--- src/rtl/read_arbiter_core.sv ---
// read_arbiter_core
//   Picks which priority queue of one output port is read next. Two
//   modes, selected by sp0_wrr1 and sampled only while idle:
//     0 = strict priority: the highest-index nonempty queue wins.
//     1 = weighted round robin: each queue owns a credit counter, which is
//         loaded from its weight and spent one per accepted grant. A
//         rotating pointer picks the first eligible queue at or after it.
//
//   A grant is offered in GRANT and never withdrawn. It moves to SERVE when
//   the read engine accepts it, and goes back to IDLE when the engine
//   signals end of packet.
//
// Ports
//   clk          single clock, all state changes on its rising edge
//   rst_n        asynchronous active-low reset
//   sp0_wrr1     mode select (0 strict priority, 1 weighted round robin)
//   q_nonempty   one bit per queue, 1 = at least one complete packet
//   weights      WRR weight of queue i in [(i+1)*WEIGHT_W-1 : i*WEIGHT_W]
//   rd_ready     read engine accepts the offered grant this cycle
//   eop          read engine finished the granted packet (1-cycle pulse)
//   grant_valid  grant_q is valid and offered (GRANT state)
//   grant_q      granted queue index
//   busy         a granted packet is being read (SERVE state)
//   dbg_state    current FSM state (0 IDLE, 1 GRANT, 2 SERVE)
//
// grant_q and the pointer are 3 bits wide, so NUM_QUEUES must not exceed 8.
//
// Handshake: grant_valid/grant_q form a valid/ready pair with rd_ready.
//   A transfer happens on a rising edge where grant_valid && rd_ready are
//   both 1. Once grant_valid is raised, it and grant_q stay constant until
//   that transfer. rd_ready is a don't-care while grant_valid is 0, and
//   eop is a don't-care outside SERVE.

module read_arbiter_core #(
  parameter int NUM_QUEUES = 8,
  parameter int WEIGHT_W   = 4
) (
  input  logic                           clk,
  input  logic                           rst_n,
  input  logic                           sp0_wrr1,
  input  logic [NUM_QUEUES-1:0]          q_nonempty,
  input  logic [NUM_QUEUES*WEIGHT_W-1:0] weights,
  input  logic                           rd_ready,
  input  logic                           eop,
  output logic                           grant_valid,
  output logic [2:0]                     grant_q,
  output logic                           busy,
  output logic [1:0]                     dbg_state
);

  typedef enum logic [1:0] {
    IDLE  = 2'd0,
    GRANT = 2'd1,
    SERVE = 2'd2
  } state_t;

  state_t state;
  state_t state_nxt;

  // Mode latched at the last idle decision. A difference from sp0_wrr1
  // while idle is a mode change.
  logic mode_q;

  // WRR round-robin pointer and per-queue credits.
  logic [2:0]          ptr;
  logic [WEIGHT_W-1:0] credit [NUM_QUEUES];

  // Selection candidates
  logic [NUM_QUEUES-1:0] eligible;
  logic [2:0]            sp_pick;
  logic [2:0]            wrr_pick;
  logic                  wrr_found;
  logic [3:0]            scan_idx;

  // FSM strobes into the datapath registers
  logic       load_grant;
  logic [2:0] grant_nxt;
  logic       do_reload;
  logic       do_dec;
  logic       ptr_load;
  logic [2:0] ptr_nxt;
  logic       mode_load;

  // ------------------------------------------------------------------
  // Candidate selection
  // ------------------------------------------------------------------

  // Strict priority: a later (higher) index overrides an earlier one.
  always_comb begin
    sp_pick = '0;
    for (int i = 0; i < NUM_QUEUES; i++) begin
      if (q_nonempty[i]) begin
        sp_pick = 3'(i);
      end
    end
  end

  // A queue takes part in WRR only with a packet waiting and credit left.
  // A zero weight reloads to zero credit, which keeps that queue out.
  always_comb begin
    eligible = '0;
    for (int i = 0; i < NUM_QUEUES; i++) begin
      eligible[i] = q_nonempty[i] && (credit[i] != '0);
    end
  end

  // Scan upward from the pointer and wrap at NUM_QUEUES. The first
  // eligible queue found wins.
  always_comb begin
    wrr_pick  = '0;
    wrr_found = 1'b0;
    scan_idx  = '0;
    for (int k = 0; k < NUM_QUEUES; k++) begin
      scan_idx = {1'b0, ptr} + 4'(k);
      if (scan_idx >= 4'(NUM_QUEUES)) begin
        scan_idx = scan_idx - 4'(NUM_QUEUES);
      end
      if (!wrr_found && eligible[scan_idx[2:0]]) begin
        wrr_found = 1'b1;
        wrr_pick  = scan_idx[2:0];
      end
    end
  end

  // ------------------------------------------------------------------
  // FSM: state register
  // ------------------------------------------------------------------
  always_ff @(posedge clk or negedge rst_n) begin
    if (!rst_n) begin
      state <= IDLE;
    end else begin
      state <= state_nxt;
    end
  end

  // ------------------------------------------------------------------
  // FSM: next state and datapath strobes
  // ------------------------------------------------------------------
  always_comb begin
    state_nxt  = state;
    load_grant = 1'b0;
    grant_nxt  = grant_q;
    do_reload  = 1'b0;
    do_dec     = 1'b0;
    ptr_load   = 1'b0;
    ptr_nxt    = ptr;
    mode_load  = 1'b0;

    unique case (state)
      IDLE: begin
        if (sp0_wrr1 != mode_q) begin
          // On a mode change, restart WRR from a clean slate. The
          // selection waits one cycle so it sees the reloaded credits.
          mode_load = 1'b1;
          do_reload = 1'b1;
          ptr_load  = 1'b1;
          ptr_nxt   = '0;
        end else if (!sp0_wrr1) begin
          if (|q_nonempty) begin
            load_grant = 1'b1;
            grant_nxt  = sp_pick;
            state_nxt  = GRANT;
          end
        end else if (wrr_found) begin
          load_grant = 1'b1;
          grant_nxt  = wrr_pick;
          state_nxt  = GRANT;
        end else if (|q_nonempty) begin
          // Work is waiting but every credit is spent. Refill now and
          // select next cycle. If all waiting queues have weight 0, this
          // repeats every cycle and no grant is ever made.
          do_reload = 1'b1;
        end
      end

      GRANT: begin
        if (rd_ready) begin
          state_nxt = SERVE;
          if (mode_q) begin
            // The granted queue had credit > 0 when it was chosen, and
            // credits cannot change in GRANT, so this never underflows.
            do_dec   = 1'b1;
            ptr_load = 1'b1;
            if (credit[grant_q] > WEIGHT_W'(1)) begin
              ptr_nxt = grant_q;
            end else if (grant_q == 3'(NUM_QUEUES - 1)) begin
              ptr_nxt = '0;
            end else begin
              ptr_nxt = grant_q + 3'd1;
            end
          end
        end
      end

      SERVE: begin
        if (eop) begin
          state_nxt = IDLE;
        end
      end

      default: begin
        state_nxt = IDLE;
      end
    endcase
  end

  // ------------------------------------------------------------------
  // Datapath registers
  // ------------------------------------------------------------------
  always_ff @(posedge clk or negedge rst_n) begin
    if (!rst_n) begin
      grant_q <= '0;
      ptr     <= '0;
      mode_q  <= 1'b0;
    end else begin
      if (load_grant) begin
        grant_q <= grant_nxt;
      end
      if (ptr_load) begin
        ptr <= ptr_nxt;
      end
      if (mode_load) begin
        mode_q <= sp0_wrr1;
      end
    end
  end

  // Credits reset to zero, so the first WRR decision always starts with a
  // reload from the weights.
  always_ff @(posedge clk or negedge rst_n) begin
    if (!rst_n) begin
      for (int i = 0; i < NUM_QUEUES; i++) begin
        credit[i] <= '0;
      end
    end else begin
      for (int i = 0; i < NUM_QUEUES; i++) begin
        if (do_reload) begin
          credit[i] <= weights[i*WEIGHT_W +: WEIGHT_W];
        end else if (do_dec && (grant_q == 3'(i))) begin
          credit[i] <= credit[i] - WEIGHT_W'(1);
        end
      end
    end
  end

  // ------------------------------------------------------------------
  // Outputs. These decode the registered state, so reset clears them
  // without waiting for a clock edge.
  // ------------------------------------------------------------------
  assign grant_valid = (state == GRANT);
  assign busy        = (state == SERVE);
  assign dbg_state   = state;

endmodule

--- config.mk ---
export PLATFORM = sky130hd
export DESIGN_NAME = read_arbiter_core
export DESIGN_NICKNAME = d
export VERILOG_FILES = /design/src/rtl/read_arbiter_core.sv
export SDC_FILE = /design/constraint.sdc
export NUM_CORES = 1
export LEC_CHECK = 0
export CORE_MARGIN = 1.5
export CORE_UTILIZATION = 30
export DETAILED_ROUTE_END_ITERATION = 16
export PLACE_DENSITY = 0.56
export SLEW_MARGIN = 25
export SYNTH_ARGS = -nofsm -noshare
export SYNTH_HDL_FRONTEND = slang
export SYNTH_SLANG_ARGS = --single-unit
--- constraint.sdc ---
create_clock -name clk -period 9.45 [get_ports clk]
set_input_delay 1.89 -clock clk [delete_from_list [all_inputs] [get_ports clk]]
set_output_delay 1.89 -clock clk [all_outputs]
set_load 0.005 [all_outputs]
==> results of run 1 <==
==> cell usage after synthesis (all sizes together), types with 3 or more instances <==
| cell | n |
|---|---|
| nand2 | 52 |
| dfrtp | 41 |
| nor2 | 34 |
| inv | 29 |
| o21ai | 28 |
| a21oi | 27 |
| nand3 | 25 |
| o22ai | 17 |
| ha | 16 |
| nor3b | 15 |
| xnor2 | 13 |
| clkbuf | 11 |
| buf | 9 |
| nand2b | 9 |
| nor3 | 9 |
| nor4 | 9 |
| o22a | 9 |
| a211oi | 8 |
| mux4 | 8 |
| o211ai | 8 |
| a31oi | 7 |
| o221ai | 7 |
| o31ai | 7 |
| mux2 | 6 |
| a211o | 5 |
| mux2i | 5 |
| or4 | 5 |
| nor2b | 3 |
| o21bai | 3 |
==> layout by cell type, fill, tap and decap left out, drive strengths merged, types with 3 or more instances in the layout <==
master	n
mux2	6
o22ai	17
nand3	25
ha	16
buf	3
or4	5
dfrtp	41
clkbuf	7
nor2	34
o21ai	28
nor2b	3
a31oi	7
clkdlybuf4s50	50
o21bai	3
a211oi	8
nor4	9
nand2b	9
nand2	52
inv	29
a211o	5
nor3b	15
nor3	9
a21oi	27
mux4	8
xnor2	13
o211ai	8
o31ai	7
o22a	9
o221ai	7
mux2i	5
==> per-stage QoR <==
stage | instances | utilization, %
after global placement | 651 | 36.1
final | 659 | 37.6
after global routing | 659 | 37.6
after CTS | 659 | 37.6
after detailed placement | 651 | 36.1
after floorplan | 450 | -
==> cells by family (layout without fill, tap and decap cells) <==
kind of cell	after synthesis	count (layout)
compound gates	143	143
xor+xnor	15	15
fa+ha+maj	16	16
buf+inv	50	91
flops	41	41
mux	19	19
simple gates	166	166
==> layer usage <==
layer,GRT usage [%],vias up,routed length [um]
met5,0,-,0
met4,5.51,0,257
met3,2.69,25,835
met2,28.4,159,5030
met1,22.1,1723,4840
li1,-,1764,-
==> worst min-delay path, stage by stage, from the launching register on <==
cell and delay, ns:
dfrtp_1 0.41, nand2_1 0.07, o21ai_0 0.07
==> layout make-up <==
type                    instances  area, sq um
clock inverters                 1         30.0
clock buffers                   7          143
repair buffers                 53          523
multi-input cells             359         2510
fillers                      1261         7560
well taps                     168          210
flip-flops and latches         41         1030
inverters                      30          113
==> path summary, 6_finish.rpt <==
kind | end | slack (ns)
worst max register to register | credit[2]$_DFFE_PN0P_ | 5.23
worst max-delay path | credit[2]$_DFFE_PN0P_ | 4.74
max in group asynchronous | mode_q$_DFFE_PN0P_ | 7.48
worst min register to register | credit[13]$_DFFE_PN0P_ | 0.59
worst min-delay path | credit[13]$_DFFE_PN0P_ | 0.59
min in group asynchronous | credit[21]$_DFFE_PN0P_ | 1.59
==> power groups by stage <==
stage               sequential [W]  clock (W)  combinational [W]
floorplan                 0.000348          0           0.000822
global placement          0.000402          0            0.00102
detailed placement        0.000404          0            0.00103
CTS                       0.000404   0.000207            0.00103
global route              0.000423   0.000214            0.00116
finish                    0.000407   0.000202            0.00104
==> flip-flops by register name (all words and copies together) (netlist names) <==
name       cells
credit        32
dbg_state      2
mode_q         1
ptr            3
grant_q        3
==> results_dict.tcl, run 1 <==
set metrics [dict create \
    cts_root_buffer "clkbuf_16" \
    maxCapViolCount 0 \
    via_per_inst 5.57 \
    synth-main-ff-cell "dfrtp_1" \
    cts_buffer_depth 2 \
    antenna_found_initial 0 \
    slew_viol_final 0 \
    die_area_sq_um 13200 \
    finalInstanceArea_sq_um 4550 \
    ys_ff_latch 41 \
    yosys.area.top_type_share_pct 27.4 \
    overflow 0 \
    detail_route.first_pass.iterations 5 \
    min_from "credit[13]$_DFFE_PN0P_" \
    synth_compound_area_share_pct 26.2 \
    start_kind "input pin" \
    reg2regPathDepth 9 \
    layout.nets 551 \
    rr_startpoint "ptr[1]$_DFFE_PN0P_" \
    cp.required_ns 9.62 \
    cp_num_buf_inv 2 \
    status "finished clean" \
    pwr-share-seq_pct 24.6 \
    synth-edff-count 0 \
    finalSetupViolCount 0 \
    tns_ns 0 \
    drcViolationCount 0 \
    boundaryPins 52 \
    hp-class "reg2reg" \
    worstMarginPinSlew_ns 0.723 \
    postCtsHoldBufs 0 \
    area_growth_pct 21.4 \
    gp_congestion 0.941 \
    dp_hpwl_um 8130 \
    clk_pin_slew_ns 0.06 \
    finalCritPeriodShare_pct 49.8 \
    peakVddDrop_mv 0.128 \
    synth.cell_area_sq_um 3750 \
    core_area_sq_um 12100 \
    hold_ws_ns 0.586 \
    drtAntennaViolNets 0 \
    ys_warn_count 0 \
    port_buffers 51 \
    power.share.clock_pct 12.2 \
    die_y_um 115 \
    cp_max_fo 31 \
    diodes 0 \
    grt_pass1_vias 3541 \
    p_switching_w 0.000792 \
    start_util_pct 31.0 \
    yosysUniqueCellTypes 58 \
    crit_slowest_cell "mux4_2" \
    worstPathArrival_ns 4.88 \
    yosysTopAreaCell "dfrtp_1" \
    ctsHtreeMaxLevel 2 \
    first_iter_violations 235 \
    post_drt_wl_per_cell_um 16.6 \
    finClkSkew_ns 0.00709 \
    drive_gt1_share_pct 8.35 \
    die_w_um 115 \
    grt_usage_pct 16.8 \
    grt_first_pass_wirelength_um 17500 \
    synth_top_family_by_area "compound AO/OA/AOI/OAI gates" \
    cpPeakStageDelay_ns 0.57 \
    max_slew_margin_pct 51.5 \
    synthTopCellsByArea "dfrtp_1, ha_1, nand2_1" \
    cp-startpoint "q_nonempty[0]" \
    synthSimpleGateAreaFrac_pct 23.1 \
    hold_path_depth 2 \
    cts.sinks 41 \
    p_total_w 0.00165 \
    ctsResizeCount 0 \
    p_int_w 0.000860 \
    p_per_area_nw_per_um2 363 \
    async_reset_ff_share_pct 100 \
    ys_seq_area_share_pct 27.4 \
    numCtsBuffers 5 \
    clk_latency_ns 0.28 \
    path_depth 10 \
    wl_um 11000 \
    num_vias 3671 \
    switching_share_pct 47.9 \
    crit_family "simple AND/OR/NAND/NOR gates" \
    synth_fp_nets 511 \
    end_kind "flip-flop" \
    worst-setup-path-type "in2reg" \
    pwr-share-comb_pct 63.1 \
    cts_tree "done" \
    hold_violations 0 \
    fmax_ghz 0.212 \
    power_leakage_nw 1.81 \
    post_cts_buffers 0 \
    row_count 40 \
    worst_slack_ns 4.74 \
    place_ws_ns 4.46 \
    rsz0062_at_grt "false" \
    grt_max_degree 42 \
    period_needed_ns 4.71 \
    dpl_cell_area_sq_um 4380 \
    synth-adder-area-share_pct 5.34 \
    synth_cells 450 \
    synthXorXnorAreaFrac_pct 3.70 \
    yosys-mux-area-fraction_pct 8.34 \
    syn_area_per_cell_sq_um 8.34 \
    cp_cell_sequence "clkdlybuf4s50_1, nand2_1, o32ai_1, mux4_2, nor2_2, nand4b_4, o21bai_2, buf_4, and2_4, mux2_2" \
]
No activity file was read; power rests on OpenSTA's default activity.
==> run 2, diff against run 1 <==
==> constraint.sdc (replaced) <==
create_clock -name clk -period 4.8 [get_ports clk]
set_input_delay 0.96 -clock clk [delete_from_list [all_inputs] [get_ports clk]]
set_output_delay 0.96 -clock clk [all_outputs]
set_load 0.005 [all_outputs]
==> results_dict.tcl, run 2 (synthesized netlist as in run 1, its figures left out) <==
set metrics [dict create \
    crit_end "credit[2]$_DFFE_PN0P_" \
    hold_violations 0 \
    maxCapViolCount 0 \
    cp.required_ns 4.97 \
    rsz0062_at_grt "false" \
    period_needed_ns 3.65 \
    core_area_sq_um 12100 \
    cp-startpoint "ptr[1]$_DFFE_PN0P_" \
    clk_latency_ns 0.28 \
    tns_ns 0 \
    finClkSkew_ns 0.00408 \
    diodes 0 \
    hp-class "reg2reg" \
    overflow 0 \
    ctsResizeCount 0 \
    worstPathArrival_ns 3.82 \
    clk_pin_slew_ns 0.06 \
    die_y_um 115 \
    port_buffers 51 \
    start_util_pct 31.0 \
    end_kind "flip-flop" \
    drive_gt1_share_pct 8.74 \
    cpPeakStageDelay_ns 0.56 \
    grt_usage_pct 16.8 \
    antenna_found_initial 0 \
    post_drt_wl_per_cell_um 16.4 \
    mostFrequentLayoutCells "nand2_1, clkdlybuf4s50_1, dfrtp_1, nor2_1, inv_1" \
    reg2regPathDepth 9 \
    grt_max_degree 42 \
    drcViolationCount 0 \
    finalSetupViolCount 0 \
    numCtsBuffers 5 \
    slew_viol_final 0 \
    max_slew_margin_pct 50.0 \
    boundaryPins 52 \
    first_iter_violations 308 \
    worst-setup-path-type "reg2reg" \
    finalCritPeriodShare_pct 76.1 \
    power_leakage_nw 1.81 \
    row_count 40 \
    layout.nets 552 \
    grt_pass1_vias 3439 \
    die_w_um 115 \
    cp_max_fo 31 \
    reg2reg_to "credit[2]$_DFFE_PN0P_" \
    cts_tree "done" \
    gp_congestion 0.884 \
    ctsHtreeMaxLevel 2 \
    detail_route.first_pass.iterations 5 \
    layout_commonest_cell "nand2_1" \
    status "finished clean" \
    rrSetupSlack_ns 1.15 \
    peakVddDrop_mv 0.250 \
    wl_um 10800 \
    postCtsHoldBufs 0 \
    post_cts_buffers 0 \
    cts.sinks 41 \
    num_vias 3671 \
    worstMarginPinSlew_ns 0.744 \
    area_growth_pct 21.2 \
    die_area_sq_um 13200 \
    hold_ws_ns 0.565 \
    via_per_inst 5.56 \
    grt_first_pass_wirelength_um 17400 \
    regMostFlops "credit" \
    crit_slowest_cell "dfrtp_1" \
    cts_buffer_depth 2 \
    fillers 1243 \
    p_per_area_nw_per_um2 710 \
    dp_hpwl_um 8010 \
    fmax_ghz 0.274 \
    largest_reg_flops 32 \
    drtAntennaViolNets 0 \
    start_kind "flip-flop" \
    top_regs "credit (32), grant_q (3), ptr (3)" \
    rr_startpoint "ptr[1]$_DFFE_PN0P_" \
    cp_cell_sequence "clkinv_1, ha_1, xor2_2, mux4_2, nor2_2, nand4b_4, o21bai_2, and2_4, mux2_2" \
    cts_root_buffer "clkbuf_16" \
]
run 2: cell count changes in the layout (fill, tap and decap cells not counted):
cell       delta
bufinv_16     -1
clkinv_2      +1
clkbuf_1      -1
buf_4         +1
clkbuf_8      +1
run 2: metal layers:
metal / routed length (um) / vias to the layer above / track usage [%]
met4: 211 / 0 / 5.19
met1: 5030 / 1726 / 22.8
met3: 649 / 15 / 1.90
met2: 4930 / 158 / 28.1
li1: - / 1772 / -
met5: 0 / - / 0
run 2: critical path, delay by kind of cell, from the launching register on:
kind	cells	cell delay [ns]
mux	2	0.81
fa+ha+maj	1	0.38
compound gates	1	0.15
buf+inv	1	0.36
simple gates	3	0.79
flops	1	0.56
xor+xnor	1	0.45
run 2: cell type report:
| type | instances | area (sq um) | area share, % |
|---|---|---|---|
| clock buffers | 7 | 153 | 3.36 |
| clock inverters | 1 | 5.00 | 0.110 |
| inverters | 30 | 113 | 2.48 |
| multi-input cells | 359 | 2510 | 55.2 |
| flip-flops and latches | 41 | 1030 | 22.6 |
| well taps | 168 | 210 | 4.62 |
| repair buffers | 54 | 531 | 11.7 |
run 2: how the worst min path moves through the flow:
stage	endpoint	start	slack [ns]	depth (start not counted)
global route	credit[9]$_DFFE_PN0P_	credit[9]$_DFFE_PN0P_	0.60	2
floorplan	credit[13]$_DFFE_PN0P_	credit[13]$_DFFE_PN0P_	0.53	2
global placement	credit[13]$_DFFE_PN0P_	credit[13]$_DFFE_PN0P_	0.56	2
CTS	credit[13]$_DFFE_PN0P_	credit[13]$_DFFE_PN0P_	0.57	2
finish	credit[13]$_DFFE_PN0P_	credit[13]$_DFFE_PN0P_	0.56	2
detailed placement	credit[13]$_DFFE_PN0P_	credit[13]$_DFFE_PN0P_	0.56	2
run 2: report_power, final:
group	internal [W]	switching [W]	leakage, nW
registers	0.000517	0.000277	0.504
clock network	0.000220	0.000135	0.0799
logic	0.000925	0.00115	1.23
run 2: through the flow:
step,std cells,power (W),setup slack [ns],area (sq um),util [%]
2_1_floorplan,450,0.00230,1.50,3750,-
3_3_place_gp,652,0.00282,1.16,4390,36.2
3_5_place_dp,652,0.00284,1.07,4390,36.2
4_1_cts,660,0.00321,1.20,4540,37.5
5_1_grt,660,0.00350,0.930,4550,37.5
6_report,660,0.00323,1.15,4550,37.5
